`src/rtl/dm_arb_pkg.sv`:
```
`default_nettype none
// ============================================================================
// Module   : dm_arb_pkg
// Purpose  : Grant encodings and address helpers shared by the data-memory
//            port arbiter and its starvation counter.
// Revision : 1.0 - initial release
// ============================================================================
package dm_arb_pkg;

  localparam logic [1:0]  GNT_NONE        = 2'd0;
  localparam logic [1:0]  GNT_CPU         = 2'd1;
  localparam logic [1:0]  GNT_AUX         = 2'd2;
  localparam logic [31:0] ADDR_ALIGN_MASK = 32'hffff_fffc;

  function automatic logic [31:0] word_addr(input logic [31:0] addr);
    return addr & ADDR_ALIGN_MASK;
  endfunction

endpackage
`default_nettype wire

```
`src/rtl/dm_arb_wait_ctr.sv`:
```
`default_nettype none
// ============================================================================
// Module   : dm_arb_wait_ctr
// Purpose  : Saturating starvation counter; at_limit flags count >= MAX_WAIT.
// Revision : 1.0 - initial release
// ============================================================================
module dm_arb_wait_ctr
  import dm_arb_pkg::*;
#(
  parameter int MAX_WAIT = 4,
  parameter int CW       = 4
) (
  input  logic clk,
  input  logic reset,
  input  logic inc,
  input  logic clr,
  output logic at_limit
);

  generate
    if (MAX_WAIT == 0) begin : g_no_wait
      // Aux always wins conflicts, so no count needs to be kept.
      assign at_limit = 1'b1;
    end else begin : g_count
      logic [CW-1:0] r_cnt;

      always_ff @(posedge clk) begin
        if (reset) begin
          r_cnt <= '0;
        end else if (clr) begin
          r_cnt <= '0;
        end else if (inc && (r_cnt != {CW{1'b1}})) begin
          r_cnt <= r_cnt + CW'(1);
        end
      end

      assign at_limit = (r_cnt >= CW'(MAX_WAIT));
    end
  endgenerate

endmodule
`default_nettype wire

```
`src/rtl/dm_port_arbiter.sv`:
```
`default_nettype none
// ============================================================================
// Module   : dm_port_arbiter
// Purpose  : Shares one data-memory port between the CPU M-stage and an aux
//            requester; CPU wins unless aux has starved for MAX_WAIT cycles.
//            Define DM_ARB_STAT_EN to add conflict / forced-grant counters.
// Revision : 1.0 - initial release
// ============================================================================
module dm_port_arbiter
  import dm_arb_pkg::*;
#(
  parameter int MAX_WAIT = 4,
  parameter int DEPTH    = 4096,
  parameter int CW       = 4
) (
  input  logic        clk,
  input  logic        reset,
  input  logic        cpu_req,
  input  logic [31:0] cpu_addr,
  input  logic [31:0] cpu_wdata,
  input  logic [3:0]  cpu_byteen,
  output logic [31:0] cpu_rdata,
  output logic        cpu_stall,
  input  logic        aux_valid,
  output logic        aux_ready,
  input  logic [31:0] aux_addr,
  input  logic [31:0] aux_wdata,
  input  logic [3:0]  aux_byteen,
  output logic        aux_rvalid,
  output logic [31:0] aux_rdata,
  output logic        aux_err,
  output logic [31:0] m_data_addr,
  output logic [31:0] m_data_wdata,
  output logic [3:0]  m_data_byteen,
  input  logic [31:0] m_data_rdata
`ifdef DM_ARB_STAT_EN
  ,
  output logic [31:0] stat_conflict,
  output logic [31:0] stat_forced
`endif
);

  localparam logic [32:0] c_addr_limit = 33'(DEPTH) << 2;

  logic [1:0]  w_grant;
  logic        w_at_limit;
  logic        w_accept;
  logic        w_in_range;
  logic [31:0] w_sel_addr;
  logic [31:0] w_sel_wdata;
  logic [3:0]  w_sel_byteen;
  logic [31:0] w_rd_word;

  logic        r_aux_rvalid;
  logic [31:0] r_aux_rdata;
  logic        r_aux_err;

  always_comb begin
    w_grant = GNT_NONE;
    if (!reset) begin
      if (aux_valid && (!cpu_req || w_at_limit)) begin
        w_grant = GNT_AUX;
      end else if (cpu_req) begin
        w_grant = GNT_CPU;
      end
    end
  end

  always_comb begin
    w_sel_addr   = 32'h0;
    w_sel_wdata  = 32'h0;
    w_sel_byteen = 4'h0;
    case (w_grant)
      GNT_CPU: begin
        w_sel_addr   = cpu_addr;
        w_sel_wdata  = cpu_wdata;
        w_sel_byteen = cpu_byteen;
      end
      GNT_AUX: begin
        w_sel_addr   = aux_addr;
        w_sel_wdata  = aux_wdata;
        w_sel_byteen = aux_byteen;
      end
      default: ;
    endcase
  end

  // Out-of-range accesses never touch memory and read back as zero.
  assign w_in_range    = ({1'b0, w_sel_addr} < c_addr_limit);
  assign w_rd_word     = w_in_range ? m_data_rdata : 32'h0;
  assign m_data_addr   = word_addr(w_sel_addr);
  assign m_data_wdata  = w_sel_wdata;
  assign m_data_byteen = w_in_range ? w_sel_byteen : 4'h0;

  assign cpu_rdata = (w_grant == GNT_CPU) ? w_rd_word : 32'h0;
  assign cpu_stall = cpu_req && !reset && (w_grant != GNT_CPU);
  assign aux_ready = (w_grant == GNT_AUX);
  assign w_accept  = aux_valid && aux_ready;

  dm_arb_wait_ctr #(
    .MAX_WAIT (MAX_WAIT),
    .CW       (CW)
  ) u_wait_ctr (
    .clk      (clk),
    .reset    (reset),
    .inc      (aux_valid && !aux_ready),
    .clr      (!aux_valid || w_accept),
    .at_limit (w_at_limit)
  );

  always_ff @(posedge clk) begin
    if (reset) begin
      r_aux_rvalid <= 1'b0;
      r_aux_rdata  <= 32'h0;
      r_aux_err    <= 1'b0;
    end else begin
      r_aux_rvalid <= w_accept;
      r_aux_err    <= w_accept && !w_in_range;
      if (w_accept) begin
        r_aux_rdata <= w_rd_word;
      end
    end
  end

  assign aux_rvalid = r_aux_rvalid;
  assign aux_rdata  = r_aux_rdata;
  assign aux_err    = r_aux_err;

`ifdef DM_ARB_STAT_EN
  logic [31:0] r_stat_conflict;
  logic [31:0] r_stat_forced;

  always_ff @(posedge clk) begin
    if (reset) begin
      r_stat_conflict <= 32'h0;
      r_stat_forced   <= 32'h0;
    end else begin
      if (cpu_req && aux_valid) begin
        r_stat_conflict <= r_stat_conflict + 32'd1;
      end
      if (w_accept && cpu_req) begin
        r_stat_forced <= r_stat_forced + 32'd1;
      end
    end
  end

  assign stat_conflict = r_stat_conflict;
  assign stat_forced   = r_stat_forced;
`endif

endmodule
`default_nettype wire

```
`config.mk`:
```
export PLATFORM = sky130hd
export DESIGN_NAME = dm_port_arbiter
export DESIGN_NICKNAME = d
export VERILOG_FILES = /design/src/rtl/dm_arb_pkg.sv /design/src/rtl/dm_arb_wait_ctr.sv /design/src/rtl/dm_port_arbiter.sv
export SDC_FILE = /design/constraint.sdc
export NUM_CORES = 1
export LEC_CHECK = 0
export BUFFER_PORTS_ARGS = -buffer_cell sky130_fd_sc_hd__buf_2
export CAP_MARGIN = 10
export CORE_AREA = 2 2 121 123
export DETAILED_ROUTE_END_ITERATION = 8
export DIE_AREA = 0 0 123 125
export GPL_TIMING_DRIVEN = 0
export PLACE_DENSITY = 0.51
export SLEW_MARGIN = 15
export SYNTH_ARGS = -nofsm -noshare
export SYNTH_HDL_FRONTEND = slang
export SYNTH_SLANG_ARGS = --single-unit
```
`constraint.sdc`:
```
create_clock -name clk -period 4.03 [get_ports clk]
set_clock_uncertainty 0.15 [all_clocks]
set_input_delay 0.403 -clock clk [delete_from_list [all_inputs] [get_ports clk]]
set_output_delay 0.403 -clock clk [all_outputs]
set_load 0.05 [all_outputs]
```
==> results of run 1 <==
layer usage:
metal  up-vias  wire length (um)  track usage
li1       2094                 -            -
met1      1936              6478       0.2403
met4        12               210      0.03610
met5         -                89            0
met2       181              7778       0.3347
met3        24              1385      0.06387
cell families after synthesis:
family,Yosys count
buffers and inverters,53
flip-flops,38
AND/OR/NAND/NOR,212
multiplexers,1
AO/OA/AOI/OAI,108
other,1
XOR/XNOR,1
adder cells (fa/ha/maj),3
power by group through the flow:
stage	clock network (mW)	logic [mW]	registers [mW]
finish	0.524	0.582	0.385
global route	0.556	0.625	0.385
CTS	0.538	0.570	0.385
detailed placement	0	0.561	0.393
global placement	0	0.563	0.393
floorplan	0	0.339	0.410
worst max-delay path, stage by stage, from the launching register on:
cell	delay, ns
dfxtp_1	0.41
o21ai_0	0.11
nor2b_2	0.17
ha_1	0.20
buf_6	0.14
buf_6	0.14
a22oi_1	0.23
nor2_1	0.08
or4_1	0.56
buf_2	0.19
buf_6	0.17
buf_6	0.16
nor3_2	0.17
clkbuf_4	0.25
through the flow:
| step | cell area (sq um) | hold WS, ns | power, mW | util |
|---|---|---|---|---|
| after floorplan | 2865 | 0.3487 | 0.7492 | - |
| after global placement | 4602 | 0.2791 | 0.9559 | 0.3240 |
| after detailed placement | 4602 | 0.2842 | 0.9542 | 0.3240 |
| after CTS | 4863 | 0.2199 | 1.493 | 0.3424 |
| after global routing | 4982 | 0.2237 | 1.566 | 0.3508 |
| final | 4987 | 0.2258 | 1.490 | 0.3511 |
area by class of cell:
cell class	count	area [sq um]	area share
Multi-Input combinational cell	327	1912	0.3833
Inverter	3	11.26	0.002258
Tap cell	184	230.2	0.04616
Clock inverter	2	60.06	0.01204
Antenna cell	3	7.507	0.001505
Clock buffer	6	138.9	0.02785
Timing Repair Buffer	301	1592	0.3191
Buffer	50	274.0	0.05494
Sequential cell	38	762.0	0.1528
Yosys cell counts, types with 2 or more instances:
library cell | count | area share
buf_2 | 9 | 0.016
a41oi_1 | 3 | 0.0093
o31ai_1 | 32 | 0.085
buf_1 | 9 | 0.012
nor3_2 | 10 | 0.036
a21oi_1 | 2 | 0.0036
nor4_1 | 4 | 0.0089
buf_6 | 7 | 0.028
nand3_1 | 2 | 0.0036
nand2_1 | 97 | 0.13
ha_1 | 3 | 0.013
nand2b_1 | 3 | 0.0067
nor2_1 | 70 | 0.093
dfxtp_1 | 38 | 0.27
or4_1 | 2 | 0.0053
a22oi_1 | 65 | 0.17
nor3_1 | 23 | 0.041
clkbuf_1 | 23 | 0.031
buf_4 | 2 | 0.0053
inv_1 | 3 | 0.0040
what timing repair did:
action,CTS,global route
endpoints found under the setup margin,36,36
hold endpoints to repair,0,0
gates resized for setup,24,48
pin swaps,0,0
registers in the layout, summed over array words and instances, names as in the netlist:
name	cells
aux_rdata	32
aux_err	1
u_wait_ctr.g_count.r_cnt	4
aux_rvalid	1
worst min path at each step:
stage / from / slack (ns) / cells after the start / end
4_1_cts: m_data_rdata[22] / 0.22 / 3 / aux_rdata[22]$_SDFFE_PP0P_
6_report: m_data_rdata[14] / 0.23 / 3 / aux_rdata[14]$_SDFFE_PP0P_
3_5_place_dp: aux_rdata[22]$_SDFFE_PP0P_ / 0.28 / 2 / aux_rdata[22]$_SDFFE_PP0P_
5_1_grt: m_data_rdata[14] / 0.22 / 3 / aux_rdata[14]$_SDFFE_PP0P_
2_1_floorplan: u_wait_ctr.g_count.r_cnt[3]$_SDFFE_PP0P_ / 0.35 / 1 / u_wait_ctr.g_count.r_cnt[3]$_SDFFE_PP0P_
3_3_place_gp: aux_rdata[1]$_SDFFE_PP0P_ / 0.28 / 2 / aux_rdata[1]$_SDFFE_PP0P_
==> reports/metrics.cfg, run 1 <==
[floorplan]
core_area_sq_um=14200
die_w_um=123
dieArea_sq_um=15380
placementRows=44
start_util=0.1985
fp.dieH_um=125
num_io_pins=308

[timing]
max_freq_mhz=261.1
finalHoldViolCount=0
worst_slack_ns=0.1999
maxSlewViolCount=0
tns_ns=0
fin_crit_sh=0.9504
slew_headroom=0.5665
period_needed_ns=3.830
tightest_slew_ns=0.6503
setup_viol=0

[detailed_routing]
final_antenna_net_count=0
vias_per_cell=4.647
drtPass1Iterations=5
vias=4247
drc=0
drt-initial-drc-count=144
wl_per_cell_um=17.44
drt-total-wl_mm=15.94

[synth]
synthSimpleGateAreaFrac=0.3253
synthFlopType=dfxtp_1
synth-compound-area-share=0.2876
async_reset_ff_frac=0
yosys-mux-area-fraction=0.003551
synth_top_family_by_area=simple AND/OR/NAND/NOR gates
synth_area_per_cell_sq_um=6.760
ys_types=30
synth_edf_count=0
ys_ff_latch=38
synth_xor_area_frac=0.003107
synthAdderAreaFrac=0.01332
ys.warnings.count=0
synth.yosys.seq_area_share=0.2699
syn-instance-count=417
syn_area_sq_um=2819

[layout]
areaGrowthSynthToFinish_pct=76.92
final_common_cell=buf_2
drive_gt1_frac=0.5007
layout_common_cells=buf_2 (278), nand2_1 (97), nor2_1 (70)
final_nets=901
n_fill_cell=1616
stdcell_count=914

[setup_path]
r2r_cells=11
crit_path_end_kind=output pin
crit_arrival_ns=3.28
cp-start-kind=flip-flop
crit_start=u_wait_ctr.g_count.r_cnt[3]$_SDFFE_PP0P_
path_class=reg -> out
crit_fanout=10
cp-endpoint=cpu_rdata[21]
r2r-start=u_wait_ctr.g_count.r_cnt[3]$_SDFFE_PP0P_
required_ns=3.48
r2r_slack_ns=1.09
r2r_end=aux_rdata[6]$_SDFFE_PP0P_

[cts]
clock_latency_ns=0.27
post-cts-setup-buffer-count=0
cts-root-buf=clkbuf_16
cts_buffers=5
clock-sinks=38
htree_num_levels=2
clk_pin_slew_ns=0.06
cts_buffer_depth=2
cts_hold_buf=0
cts_tree=done

[grt]
grtUsageTotal=0.1958
grt_antenna_before_repair=11
grt_pass1_vias=4030
grt_overflow=0
grt_pass1_wl_mm=23.05
grt_max_degree=13

[power]
intPower_uw=930.5
vdd_drop_max_v=0.0001674
seq_power_share=0.258
swShare=0.3756
leakage_nw=2.442
p_clk_frac=0.351
pwr_density_cell_nw_per_um2=298.8
pwr-share-comb=0.390
switching_power_uw=559.6

[job]
max_cap_viol_count=0

[place]
gp_congestion=0.9039
numPortBuffers=301
hpwl_mm=13.45
place_ws_ns=-0.1077
placed_cells=903

[min_path]
min_path_type=in -> reg

[outcome]
status=finished, final reports clean

Power figures use the tool's default switching activity.
==> run 2: changes to the inputs <==
Settings changed: PLACE_DENSITY 0.51 to not set.
==> reports/metrics.cfg, run 2 (synthesis results as in run 1) <==
[outcome]
status=finished, final reports clean  ; unchanged

[cts]
clock_latency_ns=0.28  ; was 0.27 ns
clock-sinks=38  ; unchanged
cts_tree=done  ; unchanged
cts_buffer_depth=2  ; unchanged
cts-root-buf=clkbuf_16  ; unchanged
cts_buffers=5  ; unchanged
clk_pin_slew_ns=0.06  ; about the same
htree_num_levels=2  ; unchanged

[setup_path]
crit_start=u_wait_ctr.g_count.r_cnt[3]$_SDFFE_PP0P_  ; unchanged
path_class=reg -> out  ; unchanged
crit_arrival_ns=3.28  ; about the same
slowest_stage=or4_1  ; unchanged
slowest_delay_ns=0.51  ; was 0.56 ns
required_ns=3.48  ; about the same
crit_fanout=10  ; unchanged
crit_path_end_kind=output pin  ; unchanged
cpMostUsedCell=buf_6  ; unchanged
r2r-start=u_wait_ctr.g_count.r_cnt[2]$_SDFFE_PP0P_  ; was u_wait_ctr.g_count.r_cnt[3]$_SDFFE_PP0P_
path_cells=o21ai_0 > nor2b_2 > inv_1 > ha_2 > buf_6 > a22oi_2 > a41oi_1 > or4_1 > buf_2 > buf_6 > buf_6 > nor3_2 > buf_6  ; was o21ai_0 > nor2b_2 > ha_1 > buf_6 > buf_6 > a22oi_1 > nor2_1 > or4_1 > buf_2 > buf_6 > buf_6 > nor3_2 > clkbuf_4
r2r_cells=11  ; unchanged
r2r_end=aux_rdata[6]$_SDFFE_PP0P_  ; unchanged
cp-start-kind=flip-flop  ; unchanged
r2r_slack_ns=1.05  ; was 1.09 ns

[place]
dpl-instance-area_sq_um=4602  ; unchanged
placed_cells=903  ; unchanged
place_ws_ns=-0.09776  ; was -0.1077 ns
hpwl_mm=12.32  ; was 13.45 mm
numPortBuffers=301  ; unchanged
gp_congestion=0.8771  ; was 0.9039

[layout]
antenna-diode-count=0  ; was 3
largest_reg_flops=32  ; unchanged
finish.instance_area_sq_um=4876  ; was 4987 sq um
final_common_cell=buf_2  ; unchanged
n_fill_cell=1629  ; was 1616
final_nets=902  ; was 901
layout_common_cells=buf_2 (283), nand2_1 (97), nor2_1 (70)  ; was buf_2 (278), nand2_1 (97), nor2_1 (70)
drive_gt1_frac=0.4938  ; was 0.5007
stdcell_count=911  ; was 914
areaGrowthSynthToFinish_pct=72.97  ; was 76.92%
fin_util=0.3433  ; was 0.3511

[detailed_routing]
final_antenna_net_count=0  ; unchanged
drtPass1Iterations=4  ; was 5
vias_per_cell=4.625  ; was 4.647
drt-initial-drc-count=202  ; was 144
vias=4213  ; was 4247
wl_per_cell_um=16.28  ; was 17.44 um
drc=0  ; unchanged
drt-total-wl_mm=14.83  ; was 15.94 mm

[min_path]
min_from=m_data_rdata[14]  ; unchanged
min_path_type=in -> reg  ; unchanged
holdPathStages=3  ; unchanged
holdPathEnd=aux_rdata[14]$_SDFFE_PP0P_  ; unchanged

[grt]
grtUsageTotal=0.1804  ; was 0.1958
grt_pass1_wl_mm=21.28  ; was 23.05 mm
grt_max_degree=12  ; was 13
grt_antenna_before_repair=1  ; was 11
grt_overflow=0  ; unchanged
grt_pass1_vias=3800  ; was 4030

[floorplan]
start_util=0.1985  ; unchanged
fp.dieH_um=125  ; unchanged
dieArea_sq_um=15380  ; unchanged
num_io_pins=308  ; unchanged
core_area_sq_um=14200  ; unchanged
placementRows=44  ; unchanged
die_w_um=123  ; unchanged

[timing]
finalHoldViolCount=0  ; unchanged
period_needed_ns=3.834  ; was 3.830 ns
tightest_slew_ns=0.6715  ; was 0.6503 ns
worst_slack_ns=0.1962  ; was 0.1999 ns
tns_ns=0  ; unchanged
max_freq_mhz=260.8  ; was 261.1 MHz
setup_viol=0  ; unchanged
maxSlewViolCount=0  ; unchanged
slew_headroom=0.5507  ; was 0.5665
fin_crit_sh=0.9513  ; was 0.9504
rsz0062_at_grt=no

[job]
max_cap_viol_count=0  ; unchanged

[power]
vdd_drop_max_v=0.0001163  ; was 0.0001674 V
leakage_nw=2.407  ; was 2.442 nW
pwr_density_cell_nw_per_um2=273.6  ; was 298.8 nW/um^2

==> run 2: cell types whose count changed in the layout (fill, tap and decap cells not counted), sizes merged <==
| cell | previous run | this run |
|---|---|---|
| buf | 322 | 319 |
| clkbuf | 35 | 38 |
| diode | 3 | 0 |
| bufinv | 2 | 0 |
| clkinv | 0 | 2 |
==> run 2: worst max path at each step <==
stage                    end  slack [ns]  cells past startpoint
3_5_place_dp   cpu_rdata[25]        -0.1                     14
2_1_floorplan  cpu_rdata[10]       -0.33                     11
5_1_grt        cpu_rdata[22]       0.007                     13
4_1_cts        cpu_rdata[25]        0.09                     13
6_report       cpu_rdata[25]        0.20                     13
3_3_place_gp   cpu_rdata[25]       -0.12                     14
==> run 2: what timing repair did <==
item / CTS / global route
setup endpoints to repair: 36 / 36
resized for setup: 27 / 23
hold buffers: 0 / 0
setup buffers: 0 / 1
pin swaps: 1 / 1
==> run 2: critical path, delay by kind of cell, from the launching register on <==
| kind | cells | cell delay [ns] |
|---|---|---|
| fa+ha+maj | 1 | 0.24 |
| compound gates | 3 | 0.53 |
| simple gates | 3 | 0.93 |
| buf+inv | 6 | 0.93 |
| flops | 1 | 0.35 |
==> run 2: area by class of cell <==
| type | count | area, sq um | share of cell area |
|---|---|---|---|
| plain buffers | 50 | 266.5 | 0.05466 |
| multi-input cells | 327 | 1884 | 0.3865 |
| flip-flops and latches | 38 | 760.7 | 0.1560 |
| clock inverters | 2 | 10.01 | 0.002053 |
| clock buffers | 5 | 125.1 | 0.02566 |
| inverters | 3 | 11.26 | 0.002309 |
| repair buffers | 302 | 1588 | 0.3256 |
| well taps | 184 | 230.2 | 0.04722 |
==> run 2: through the flow <==
step,hold WS [ns],power (mW)
after detailed placement,0.2837,0.9561
after global routing,0.2311,1.398
final,0.2217,1.334
after CTS,0.2171,1.340
after global placement,0.2782,0.9561
after floorplan,0.3487,0.7492
==> run 2: power breakdown <==
part / leakage [nW] / internal (mW) / switching [mW] / total, mW
clock: 0.0694 / 0.223 / 0.153 / 0.376
sequential: 0.307 / 0.382 / 0.00337 / 0.385
combinational: 2.03 / 0.173 / 0.400 / 0.573
total: 2.41 / 0.778 / 0.556 / 1.33
==> run 2: routing by layer <==
metal,global-route usage,wire length [um],part of all wire
met1,0.2234,6164,0.42
met2,0.3269,7459,0.50
met3,0.02509,1023,0.069
met4,0.03944,169,0.011
met5,0,13,0.00088
==> run 3: changes to the inputs <==
Settings changed: REMOVE_ABC_BUFFERS set to 1.
==> reports/metrics.cfg, run 3 (synthesis results as in run 1) <==
[outcome]
status=finished, final reports clean  ; unchanged

[timing]
period_needed_ns=3.888  ; was 3.834 ns
hold_slack_ns=0.2209  ; was 0.2217 ns
max_freq_mhz=257.2  ; was 260.8 MHz
finalHoldViolCount=0  ; unchanged
setup_viol=0  ; unchanged
maxSlewViolCount=0  ; unchanged
tns_ns=0  ; unchanged
fin_crit_sh=0.9648  ; was 0.9513
rsz0062_at_grt=no  ; unchanged

[grt]
grt_max_degree=79  ; was 12
grt_overflow=0  ; unchanged
grtUsageTotal=0.1553  ; was 0.1804
grt_pass1_vias=3489  ; was 3800
grt_antenna_before_repair=0  ; was 1
grt_pass1_wl_mm=18.78  ; was 21.28 mm

[layout]
drive_gt1_frac=0.5029  ; was 0.4938
final_common_cell=buf_2  ; unchanged
largest_reg_flops=32  ; unchanged
stdcell_count=869  ; was 911
layout_common_cells=buf_2 (298), nand2_1 (97), nor2_1 (69)  ; was buf_2 (283), nand2_1 (97), nor2_1 (70)
n_fill_cell=1601  ; was 1629
finish.instance_area_sq_um=4737  ; was 4876 sq um
areaGrowthSynthToFinish_pct=68.04  ; was 72.97%
final_nets=858  ; was 902

[floorplan]
dieArea_sq_um=15380  ; unchanged
die_w_um=123  ; unchanged
fp.dieH_um=125  ; unchanged
core_area_sq_um=14200  ; unchanged
placementRows=44  ; unchanged
start_util=0.1985  ; unchanged
num_io_pins=308  ; unchanged

[detailed_routing]
drc=0  ; unchanged
final_antenna_net_count=0  ; unchanged
vias_per_cell=4.663  ; was 4.625
vias=4052  ; was 4213
wl_per_cell_um=15.34  ; was 16.28 um
drt-initial-drc-count=246  ; was 202
drt-total-wl_mm=13.33  ; was 14.83 mm
drtPass1Iterations=4  ; unchanged

[setup_path]
crit_arrival_ns=3.34  ; was 3.28 ns
crit_fanout=78  ; was 10
path_class=in -> out  ; was reg -> out
crit_path_end_kind=output pin  ; unchanged
r2r-start=u_wait_ctr.g_count.r_cnt[3]$_SDFFE_PP0P_  ; was u_wait_ctr.g_count.r_cnt[2]$_SDFFE_PP0P_
cp-start-kind=input port  ; was flip-flop
crit_start=reset  ; was u_wait_ctr.g_count.r_cnt[3]$_SDFFE_PP0P_
required_ns=3.48  ; about the same

[job]
max_cap_viol_count=0  ; unchanged

[place]
gp_congestion=0.7804  ; was 0.8771
dpl-instance-area_sq_um=4489  ; was 4602 sq um
numPortBuffers=301  ; unchanged
hpwl_mm=10.01  ; was 12.32 mm
placed_cells=858  ; was 903

[power]
intPower_uw=791.1  ; was 777.7 uW
vdd_drop_max_v=0.0001991  ; was 0.0001163 V
leakage_nw=2.339  ; was 2.407 nW
swShare=0.4011  ; was 0.4171
pwr_density_cell_nw_per_um2=278.8  ; was 273.6 nW/um^2
p_clk_frac=0.300  ; was 0.282
pwr-share-comb=0.409  ; was 0.430
seq_power_share=0.291  ; was 0.289
switching_power_uw=529.7  ; was 556.5 uW

[cts]
clock_latency_ns=0.27  ; was 0.28 ns
clock-sinks=38  ; unchanged
htree_num_levels=2  ; unchanged
cts_tree=done  ; unchanged
cts_hold_buf=0  ; unchanged
cts_buffer_depth=2  ; unchanged
cts-root-buf=clkbuf_16  ; unchanged
cts_buffers=5  ; unchanged
clk_pin_slew_ns=0.06  ; about the same

[min_path]
min_from=m_data_rdata[20]  ; was m_data_rdata[14]
min_path_type=in -> reg  ; unchanged

## run 3: stage by stage
step / utilization / setup WS (ns) / total power [mW]
after global placement: 0.3028 / -3.378 / 0.8868
after CTS: 0.3287 / -0.01170 / 1.336
after global routing: 0.3333 / 0.01216 / 1.397
final: 0.3335 / 0.1419 / 1.321
after floorplan: - / -2.259 / 0.6998
after detailed placement: 0.3161 / -0.01421 / 0.9228
## run 3: cell type report
cell class / instances / area (sq um) / area share
clock inverters: 2 / 12.51 / 0.002641
multi-input cells: 327 / 1887 / 0.3983
well taps: 184 / 230.2 / 0.04860
inverters: 3 / 11.26 / 0.002377
diodes: 1 / 2.502 / 0.0005283
flip-flops and latches: 38 / 763.2 / 0.1611
clock buffers: 6 / 138.9 / 0.02932
repair buffers: 308 / 1692 / 0.3571
## run 3: layer usage
metal | GRT usage | wire length, um | up-vias
li1 | - | - | 1999
met1 | 0.1964 | 5659 | 1845
met2 | 0.2688 | 6338 | 196
met3 | 0.02692 | 1114 | 12
met4 | 0.04278 | 218 | 0
met5 | 0 | 0 | -
## run 3: worst paths after layout
path / endpoint / cells past startpoint / slack (ns)
worst max-delay path: m_data_byteen[3] / 11 / 0.14
worst min-delay path: aux_rdata[20]$_SDFFE_PP0P_ / 3 / 0.22
worst max register to register: aux_rdata[14]$_SDFFE_PP0P_ / 9 / 1.05
worst min register to register: aux_rdata[1]$_SDFFE_PP0P_ / 2 / 0.29
## run 3: repair_timing
action                                  4_1_cts  5_1_grt
cloned                                        0        0
pin swaps                                     1        1
setup buffers                                 1        1
endpoints found under the setup margin       36       36
gates resized for setup                       3       11
## run 3: worst max-delay path: stages
cell and delay (ns):
buf_2 0.12, nand2b_1 0.21, a21o_1 0.22, ha_4 0.26, buf_16 0.24, a22oi_1 0.25, a41oi_1 0.16, or4_4 0.58
buf_16 0.23, nor4_1 0.29, buf_4 0.25
## run 3: power groups by stage
stage / clock network, mW / logic [mW] / registers [mW]
after floorplan: 0 / 0.290 / 0.410
after global placement: 0 / 0.494 / 0.393
after detailed placement: 0 / 0.530 / 0.393
after CTS: 0.417 / 0.535 / 0.385
after global routing: 0.431 / 0.580 / 0.385
final: 0.396 / 0.540 / 0.385
